==> src/rtl/pp_pkg.sv <==
// Shared types for the ping-pong buffer write path: per-bank fill state and
// the default lane-array shape of one projection beat.
package pp_pkg;

  typedef enum logic [1:0] {PP_EMPTY, PP_FILLING, PP_FULL} pp_bank_state_t;

  localparam int PP_IN_WIDTH      = 32;
  localparam int PP_TOTAL_INPUT_W = 4;

  typedef logic [PP_TOTAL_INPUT_W-1:0][PP_IN_WIDTH-1:0] pp_lanes_t;

endpackage

==> src/rtl/pp_bank_writer_if.sv <==
// Producer stream, consumer release/full handshake and per-bank port-A strobes
// between the projection stage, the bank writer and the ping-pong buffer.
interface pp_bank_writer_if #(
  parameter int IN_WIDTH      = 32,
  parameter int TOTAL_INPUT_W = 4,
  parameter int ADDR_WIDTH    = 8
);

  logic                                    in_valid;
  logic                                    in_ready;
  logic [TOTAL_INPUT_W-1:0][IN_WIDTH-1:0]  in_data;
  logic                                    bank0_ena;
  logic                                    bank1_ena;
  logic                                    bank0_wea;
  logic                                    bank1_wea;
  logic [ADDR_WIDTH-1:0]                   bank0_addra;
  logic [ADDR_WIDTH-1:0]                   bank1_addra;
  logic [TOTAL_INPUT_W-1:0][IN_WIDTH-1:0]  bank0_din;
  logic [TOTAL_INPUT_W-1:0][IN_WIDTH-1:0]  bank1_din;
  logic [1:0]                              bank_full;
  logic [1:0]                              bank_release;
  logic                                    wr_bank;
  logic                                    err_release;

  modport master (
    output in_valid, in_data, bank_release,
    input  in_ready, bank0_ena, bank1_ena, bank0_wea, bank1_wea,
           bank0_addra, bank1_addra, bank0_din, bank1_din,
           bank_full, wr_bank, err_release
  );

  modport slave (
    input  in_valid, in_data, bank_release,
    output in_ready, bank0_ena, bank1_ena, bank0_wea, bank1_wea,
           bank0_addra, bank1_addra, bank0_din, bank1_din,
           bank_full, wr_bank, err_release
  );

endinterface

==> src/rtl/pp_bank_tracker.sv <==
// Fill-state tracker for one ping-pong bank: EMPTY -> FILLING -> FULL -> EMPTY,
// with a sticky error for releases that arrive while the bank is not FULL.
module pp_bank_tracker
  import pp_pkg::*;
(
  input  logic clk,
  input  logic rst,
  input  logic fill_start_i,
  input  logic fill_done_i,
  input  logic release_i,
  output logic full_o,
  output logic err_o
);

  pp_bank_state_t state_q, state_d;
  logic           err_q, err_d;

  always_ff @(posedge clk) begin
    if (rst) begin
      state_q <= PP_EMPTY;
      err_q   <= 1'b0;
    end else begin
      state_q <= state_d;
      err_q   <= err_d;
    end
  end

  // Writes never target a FULL bank, so a release can only collide with a fill
  // when it is itself illegal; that case keeps the fill and only flags the error.
  always_comb begin
    state_d = state_q;
    err_d   = err_q;
    case (state_q)
      PP_EMPTY:   if (fill_start_i) state_d = PP_FILLING;
      PP_FILLING: if (fill_done_i)  state_d = PP_FULL;
      PP_FULL:    if (release_i)    state_d = PP_EMPTY;
      default:                      state_d = PP_EMPTY;
    endcase
    if (release_i && state_q != PP_FULL) err_d = 1'b1;
  end

  assign full_o = (state_q == PP_FULL);
  assign err_o  = err_q;

endmodule

==> src/rtl/pp_bank_writer.sv <==
// Write-side sequencer for a ping-pong buffer: turns a valid/ready beat stream
// into registered per-bank port-A strobes, alternating banks one fill at a time.
module pp_bank_writer
  import pp_pkg::*;
#(
  parameter int IN_WIDTH      = PP_IN_WIDTH,
  parameter int TOTAL_INPUT_W = PP_TOTAL_INPUT_W,
  parameter int ADDR_WIDTH    = 8,
  parameter int TOTAL_DEPTH   = 12
) (
  input logic            clk,
  input logic            rst,
  pp_bank_writer_if.slave bus
);

  typedef logic [TOTAL_INPUT_W-1:0][IN_WIDTH-1:0] lanes_t;

  localparam logic [ADDR_WIDTH-1:0] LastAddr = ADDR_WIDTH'(TOTAL_DEPTH - 1);

  logic [ADDR_WIDTH-1:0] wr_ptr_q, wr_ptr_d;
  logic                  wr_bank_q, wr_bank_d;
  logic [1:0]            ena_q, ena_d;
  logic [ADDR_WIDTH-1:0] addr_q [2];
  logic [ADDR_WIDTH-1:0] addr_d [2];
  lanes_t                din_q [2];
  lanes_t                din_d [2];

  logic [1:0] full, err, fill_start, fill_done;
  logic       in_ready, fire, last_beat;

  assign in_ready  = !rst && !full[wr_bank_q];
  assign fire      = bus.in_valid && in_ready;
  assign last_beat = (wr_ptr_q == LastAddr);

  // Address/data hold their last value between strobes; only ena pulses.
  always_comb begin
    wr_ptr_d   = wr_ptr_q;
    wr_bank_d  = wr_bank_q;
    ena_d      = 2'b00;
    fill_start = 2'b00;
    fill_done  = 2'b00;
    for (int b = 0; b < 2; b++) begin
      addr_d[b] = addr_q[b];
      din_d[b]  = din_q[b];
    end
    if (fire) begin
      ena_d[wr_bank_q]      = 1'b1;
      addr_d[wr_bank_q]     = wr_ptr_q;
      din_d[wr_bank_q]      = bus.in_data;
      fill_start[wr_bank_q] = (wr_ptr_q == '0);
      fill_done[wr_bank_q]  = last_beat;
      if (last_beat) begin
        wr_ptr_d  = '0;
        wr_bank_d = !wr_bank_q;
      end else begin
        wr_ptr_d = wr_ptr_q + 1'b1;
      end
    end
  end

  always_ff @(posedge clk) begin
    if (rst) begin
      wr_ptr_q  <= '0;
      wr_bank_q <= 1'b0;
      ena_q     <= 2'b00;
      for (int b = 0; b < 2; b++) begin
        addr_q[b] <= '0;
        din_q[b]  <= '0;
      end
    end else begin
      wr_ptr_q  <= wr_ptr_d;
      wr_bank_q <= wr_bank_d;
      ena_q     <= ena_d;
      for (int b = 0; b < 2; b++) begin
        addr_q[b] <= addr_d[b];
        din_q[b]  <= din_d[b];
      end
    end
  end

  pp_bank_tracker u_trk0 (
    .clk          (clk),
    .rst          (rst),
    .fill_start_i (fill_start[0]),
    .fill_done_i  (fill_done[0]),
    .release_i    (bus.bank_release[0]),
    .full_o       (full[0]),
    .err_o        (err[0])
  );

  pp_bank_tracker u_trk1 (
    .clk          (clk),
    .rst          (rst),
    .fill_start_i (fill_start[1]),
    .fill_done_i  (fill_done[1]),
    .release_i    (bus.bank_release[1]),
    .full_o       (full[1]),
    .err_o        (err[1])
  );

  assign bus.in_ready    = in_ready;
  assign bus.bank0_ena   = ena_q[0];
  assign bus.bank1_ena   = ena_q[1];
  assign bus.bank0_wea   = ena_q[0];
  assign bus.bank1_wea   = ena_q[1];
  assign bus.bank0_addra = addr_q[0];
  assign bus.bank1_addra = addr_q[1];
  assign bus.bank0_din   = din_q[0];
  assign bus.bank1_din   = din_q[1];
  assign bus.bank_full   = full;
  assign bus.wr_bank     = wr_bank_q;
  assign bus.err_release = |err;

endmodule

==> src/flat_wrapper.sv <==
// flat-port wrapper written by rule: the top's interface ports become plain ports
module pp_bank_writer_flat import pp_pkg::*;
#(
  parameter int IN_WIDTH      = PP_IN_WIDTH,
  parameter int TOTAL_INPUT_W = PP_TOTAL_INPUT_W,
  parameter int ADDR_WIDTH    = 8,
  parameter int TOTAL_DEPTH   = 12
)
  (clk, rst, bus_in_valid, bus_in_data, bus_bank_release, bus_in_ready, bus_bank0_ena, bus_bank1_ena, bus_bank0_wea, bus_bank1_wea, bus_bank0_addra, bus_bank1_addra, bus_bank0_din, bus_bank1_din, bus_bank_full, bus_wr_bank, bus_err_release);
  pp_bank_writer_if #(.IN_WIDTH(IN_WIDTH), .TOTAL_INPUT_W(TOTAL_INPUT_W), .ADDR_WIDTH(ADDR_WIDTH)) bus_i ();
  input logic clk;
  input logic rst;
  input wire logic [$bits(bus_i.in_valid)-1:0] bus_in_valid;
  input wire logic [$bits(bus_i.in_data)-1:0] bus_in_data;
  input wire logic [$bits(bus_i.bank_release)-1:0] bus_bank_release;
  output wire logic [$bits(bus_i.in_ready)-1:0] bus_in_ready;
  output wire logic [$bits(bus_i.bank0_ena)-1:0] bus_bank0_ena;
  output wire logic [$bits(bus_i.bank1_ena)-1:0] bus_bank1_ena;
  output wire logic [$bits(bus_i.bank0_wea)-1:0] bus_bank0_wea;
  output wire logic [$bits(bus_i.bank1_wea)-1:0] bus_bank1_wea;
  output wire logic [$bits(bus_i.bank0_addra)-1:0] bus_bank0_addra;
  output wire logic [$bits(bus_i.bank1_addra)-1:0] bus_bank1_addra;
  output wire logic [$bits(bus_i.bank0_din)-1:0] bus_bank0_din;
  output wire logic [$bits(bus_i.bank1_din)-1:0] bus_bank1_din;
  output wire logic [$bits(bus_i.bank_full)-1:0] bus_bank_full;
  output wire logic [$bits(bus_i.wr_bank)-1:0] bus_wr_bank;
  output wire logic [$bits(bus_i.err_release)-1:0] bus_err_release;
  assign bus_i.in_valid = bus_in_valid;
  assign bus_i.in_data = bus_in_data;
  assign bus_i.bank_release = bus_bank_release;
  assign bus_in_ready = bus_i.in_ready;
  assign bus_bank0_ena = bus_i.bank0_ena;
  assign bus_bank1_ena = bus_i.bank1_ena;
  assign bus_bank0_wea = bus_i.bank0_wea;
  assign bus_bank1_wea = bus_i.bank1_wea;
  assign bus_bank0_addra = bus_i.bank0_addra;
  assign bus_bank1_addra = bus_i.bank1_addra;
  assign bus_bank0_din = bus_i.bank0_din;
  assign bus_bank1_din = bus_i.bank1_din;
  assign bus_bank_full = bus_i.bank_full;
  assign bus_wr_bank = bus_i.wr_bank;
  assign bus_err_release = bus_i.err_release;
  pp_bank_writer #(.IN_WIDTH(IN_WIDTH), .TOTAL_INPUT_W(TOTAL_INPUT_W), .ADDR_WIDTH(ADDR_WIDTH), .TOTAL_DEPTH(TOTAL_DEPTH)) u_core (.clk(clk), .rst(rst), .bus(bus_i));
endmodule
==> config.mk <==
export PLATFORM = sky130hd
export DESIGN_NAME = pp_bank_writer_flat
export DESIGN_NICKNAME = d
export VERILOG_FILES = /design/src/rtl/pp_pkg.sv /design/src/rtl/pp_bank_writer_if.sv /design/src/rtl/pp_bank_tracker.sv /design/src/rtl/pp_bank_writer.sv /design/src/flat_wrapper.sv
export SDC_FILE = /design/constraint.sdc
export NUM_CORES = 1
export LEC_CHECK = 0
export BUFFER_PORTS_ARGS = -buffer_cell sky130_fd_sc_hd__buf_4
export CORE_ASPECT_RATIO = 0.5
export CORE_UTILIZATION = 52
export CTS_CLUSTER_DIAMETER = 40
export DETAILED_ROUTE_END_ITERATION = 7
export HOLD_SLACK_MARGIN = 0.15
export PLACE_DENSITY_LB_ADDON = 0.12
export SYNTH_ARGS = -nofsm -noshare
export SYNTH_HDL_FRONTEND = slang
export SYNTH_SLANG_ARGS = --single-unit
==> constraint.sdc <==
create_clock -name clk -period 2.6 [get_ports clk]
set_clock_uncertainty 0.1 [all_clocks]
set_input_delay 0.52 -clock clk [delete_from_list [all_inputs] [get_ports clk]]
set_output_delay 0.52 -clock clk [all_outputs]
set_load 0.03 [all_outputs]
### Word-level counts from Yosys, hierarchy flattened

Memories as Yosys holds them, arrays and structs flattened.
Cells that the tools add are included.

* flip-flop bits (word level): 17
* input port bits: 133
* bits in writable memories: 272
* memories kept: 2

Memories
* u_core.din_q: words 2, bits a word 128, rd ports 2, clocked after Yosys merged registers in 0, wr ports 2, RTL line pp_bank_writer.sv:25 `lanes_t din_q [2];`
* u_core.addr_q: words 2, bits a word 8, rd ports 2, clocked after Yosys merged registers in 0, wr ports 2, RTL line pp_bank_writer.sv:23 `logic [ADDR_WIDTH-1:0] addr_q [2];`

* reductions and logical operators: 17
* $lt $le $gt $ge: 4
* add/sub/neg operators: 1
* bitwise gates (word level): 8
* equal/unequal tests: 13
* mux-type cells: 30

Operator list (count)
* 2-to-1 mux 128 bit: 3
* bitwise mux 256 bit: 1
* 2-to-1 mux 256 bit: 1
* demux 128 bit (select 1 bit): 1
* 2-to-1 mux 8 bit: 4
* bitwise mux 16 bit: 1
* 2-to-1 mux 16 bit: 1
* 2-to-1 mux 2 bit: 8
* case mux 2 bit (3 select lines): 2
* adder 8 x 1 -> 8 bit (second input constant): 1
* demux 8 bit (select 1 bit): 1
* equality test 8 x 4 -> 1 bit (second input constant): 1
* logical NOT 8 bit: 1
* != test 2 x 1 -> 1 bit (second input constant): 4
* != test 2 bit (second input constant): 4
* logical AND 1 bit: 6
* 2-to-1 mux 1 bit: 6
* AND reduction 3 bit: 2
* bitwise AND 2 bit: 2
* equality test 2 x 1 -> 1 bit (second input constant): 2
* equality test 2 bit (second input constant): 2
* logical NOT 2 bit: 2
* OR 1 bit: 4
* OR reduction 2 bit: 2
* 9 further kinds: 11

### Longest topological paths before layout

* depth after elaboration: 9
* gate-level depth with buffers: 8

### Modules after synthesis

A second synthesis with hierarchy kept.

* cell total of the unflattened synthesis: 1276
* area, all modules: 10118.5 sq um

By module, submodules not included
* pp_bank_writer: cells each 1250, instances 1, area an instance 9870.7 sq um
* pp_bank_tracker: cells each 13, instances 2, area an instance 123.9 sq um

### Worst setup path before layout

Ideal clock, no wire load.

* kind: input port to output port
* start: in rst
* end: out bus_in_ready
* data arrival time: 1.561 ns
* stages on the path: 3
* slack: 0.419 ns
* path buffers: 2
* data required time: 1.980 ns
* cell sequence: buf_2 clkbuf_1 nor3_1

* word-level cells in the longest chain between the ends: 2

Ends and longest elaborated chain
* from (decl): RTL line flat_wrapper.sv:12 `input logic rst;`
* logical NOT 1 bit: RTL line pp_bank_writer.sv:31 `assign in_ready = !rst && !full[wr_bank_q];`
* logical AND 1 bit: RTL line pp_bank_writer.sv:31
* to (decl): RTL line flat_wrapper.sv:16 `output wire logic [$bits(bus_i.in_ready)-1:0] bus_in_ready;`

Every way passes these cells.

### Worst setup path in the final report

* start: reg u_core.wr_bank_q (netlist: u_core.bus.wr_bank)
* end: out bus_in_ready

* word-level cells in the longest chain between the ends: 4

Ends and longest elaborated chain
* from (decl): RTL line pp_bank_writer.sv:21 `logic wr_bank_q, wr_bank_d;`
* from (signal assigned): RTL line pp_bank_writer.sv:72 `wr_bank_q <= wr_bank_d;`
* 2-to-1 mux 1 bit (not written as such) (2 in a row): RTL line pp_bank_writer.sv:31
* logical NOT 1 bit: RTL line pp_bank_writer.sv:31
* logical AND 1 bit: RTL line pp_bank_writer.sv:31

Every way passes these cells. The select of a mux whose other input is x is not followed.

==> parameters.txt <==
Parameter                              Value

Power
  Max rail drop VDD    0.000521 V
  Power density relative to cell area    625 mW/mm^2
  Part of the power in combinational logic    10.3%
  Share of power burned in the clock network    41.5%
  Share of total power consumed by net switching    24.3%
  Internal power    0.00718 W
  Register share of total power    48.3%
  Overall power consumption    0.00949 W
  Leak Pwr    6.31 nW
  Switch Pwr    0.00231 W

Global route
  Via count of the first global-routing pass    10100
  Leftover overflow at the end of global routing    0
  Antenna violations before repair    2
  Wire length of the first global-routing pass    51300 um
  Maximum number of pins on one net before global-route repair    172
  Global-route usage over all layers    31.9%

Floorplanning
  Starting utilization of the core area    54.1%
  Area of the die    0.0201 mm^2
  Floorplan row count    35
  Number of top-level design ports    414
  Overall die height    101 um
  Die width    200 um
  Core area    0.0188 mm^2

Synthesis
  Ranking of synthesized cells by instance count    nand2_1 (546), dfxtp_1 (289), a21oi_1 (277), clkbuf_1 (53), buf_2 (29)
  Largest area contributor in the netlist    dfxtp_1
  Area share of fa/ha/maj cells after synthesis    0.246%
  Area fraction of the dominant cell type after synthesis    56.9%
  Proportion of synthesized chip area in sequential cells    56.9%
  Synth top area cells    dfxtp_1 (57%), nand2_1 (20%), a21oi_1 (14%)
  Post-synthesis register bit count    289
  Mapped cell area    0.0102 mm^2
  Most used DFF post-synth    dfxtp_1
  Synth Area in XOR/XNOR    0.517%
  EDFF count, synth    0
  Area share of and/or/nand/nor cells after synthesis    22.8%
  Most numerous cell in the Yosys netlist    nand2_1
  Post-Syn Instances    1279
  Post-synthesis mux area share    0.197%
  Count of different cell masters after synthesis    34
  Main combinational cell family by area after synthesis    simple AND/OR/NAND/NOR gates
  Post-Syn Nets    1414
  Count of warnings emitted by yosys    0
  Compound-cell area share of the yosys netlist    14.1%
  Fraction of synthesis flops using an asynchronous set or reset pin    0%
  Mean area per synthesized cell    7.95 um^2

STA
  Fin Hold WS    0.160 ns
  Min cycle time layout    2.31 ns
  Sum of negative setup slack    0 ns
  Actual transition at the worst max-transition pin    1.03 ns
  Total count of hold-check failures in the final report    0
  Max Clk Rate    432 MHz
  Final setup violating endpoints    0
  Number of pins with negative max-slew slack in the final report    0
  Tightest slew margin relative to the limit    31.3%
  RSZ-0062 raised after global routing    no
  Fin crit share    89.0%
  Slack of the critical path    0.285 ns

Clock tree
  Post-CTS setup-driven buffer insertion count    0
  Clock-pin slew on the worst setup and hold paths    0.07 ns
  Number of resized instances in the post-cts repair step    0
  Number of sinks on the clock net    289
  Clock tree from TritonCTS    done
  Cell at the root of the clock tree    clkbuf_16
  Deepest level of the CTS H-tree    1
  Number of buffers on the longest clock path    3
  CTS Buf Count    26
  Clock insertion delay at the later pin of the skew report    0.52 ns

Drt
  Vias    10500
  Detailed-routing iteration count for the pre-antenna-repair pass    5
  Post-detailed-routing wire length    33500 um
  WL per Instance    16.6 um
  Residual DRC count    0
  Vias per cell    5.21
  Antenna-violating nets left    0
  Starting DRC count in detailed routing    709

Final layout
  Synthesis-to-finish area growth    49.3%
  Post-layout net count    1868
  Number of filler cells placed in the layout    1220
  Final core utilization    80.8%
  Fraction of final layout cells sized beyond drive strength 1    27.2%

Flow run
  Max-capacitance violation count    0

Place
  Input/output buffers    413
  Setup Slack @ Placement    0.192 ns
  Detail Placement HPWL    20600 um
  Routability cong.    0.828

Outcome
  Outcome    completed

Worst setup path
  Crit path required time    1.98 ns
  Critical path endpoint category    output port
  Data arrival time of the worst path    1.69 ns
  Kind of start point of the critical path    flop
  Crit Path Category    flop to output port
  Max Fanout on Critical Path    8

Hold path
  Min-Delay Path Class    input port to flop
-- power groups by stage --
stage / registers, W / logic (W) / clock network [W]
5_1_grt: 0.00459 / 0.00103 / 0.00415
3_3_place_gp: 0.00468 / 0.000814 / 0
2_1_floorplan: 0.00485 / 0.000259 / 0
3_5_place_dp: 0.00468 / 0.000829 / 0
6_report: 0.00458 / 0.000974 / 0.00394
4_1_cts: 0.00458 / 0.000959 / 0.00396
-- routing by layer --
metal	share of wire, %	vias up	GRT usage [%]	wire length, um
li1	-	5016	-	-
met5	0	-	0	0
met3	8.2	81	8.56	2750
met1	37	4953	36.7	12500
met4	3.1	0	11.9	1020
met2	51	431	57.1	17100
-- cells by family (layout without fill, tap and decap cells) --
family,count (synthesis),count (layout)
XOR/XNOR,6,6
AND/OR/NAND/NOR,591,591
flip-flops,289,289
multiplexers,2,2
buffers and inverters,106,578
other,0,2
AO/OA/AOI/OAI,283,283
adder cells (fa/ha/maj),2,2
-- metrics by stage --
step | instance area, um^2 | cells
final | 15200 | 2012
after global routing | 15200 | 2012
after CTS | 15200 | 2010
after detailed placement | 13300 | 1862
after global placement | 13300 | 1862
after floorplan | 10200 | 1279
-- state kept, by name, summed over array words and instances, names as in the netlist --
name	cells
u_core.addr_q	16
u_core.bus.wr_bank	1
u_core.din_q	256
u_core.ena_q	2
u_core.u_trk0.err_o	1
u_core.u_trk0.state_q	2
u_core.u_trk1.err_o	1
u_core.u_trk1.state_q	2
u_core.wr_ptr_q	8
-- final timing paths --
kind | startpoint | endpoint | slack [ns] | cells past startpoint
min reg2reg | u_core.din_q[0][174] | u_core.din_q[0][174] | 0.35 | 2
max reg2reg | u_core.u_trk0.state_q[0] | u_core.din_q[0][64] | 0.50 | 7
min | bus_in_data[126] | u_core.din_q[0][254] | 0.16 | 3
max | u_core.bus.wr_bank | bus_in_ready | 0.29 | 3
-- final cells by class --
type                            instances  area, um^2  area share, %
Clock inverter                         11         123          0.808
Multi-Input combinational cell        884        3860           25.4
Clock buffer                           35         746           4.91
Antenna cell                            2        5.00         0.0330
Timing Repair Buffer                  526        4310           28.4
Sequential cell                       289        5790           38.1
Tap cell                              259         324           2.13
Inverter                                6        27.5          0.181
-- cells in the final DEF, fill, tap and decap left out, types with 5 or more instances in the layout --
master	n
buf_4	415
clkbuf_8	5
clkinv_2	5
nand2_1	546
dlygate4sd3_1	102
nor2_1	13
xnor2_1	6
clkbuf_16	27
buf_12	8
dfxtp_1	289
nand3_1	5
a21oi_1	277
-- worst max-delay path, cell delays in order, from the launching register on --
cell	delay, ns
dfxtp_1	0.39
nor3b_2	0.51
nor3_1	0.08
buf_4	0.19
-- what timing repair did --
action | in CTS | in global routing
hold buffers | 102 | 0
endpoints found under the setup margin | 0 | 0
hold endpoints to repair | 154 | 0
(Power assumes the default switching activity.)
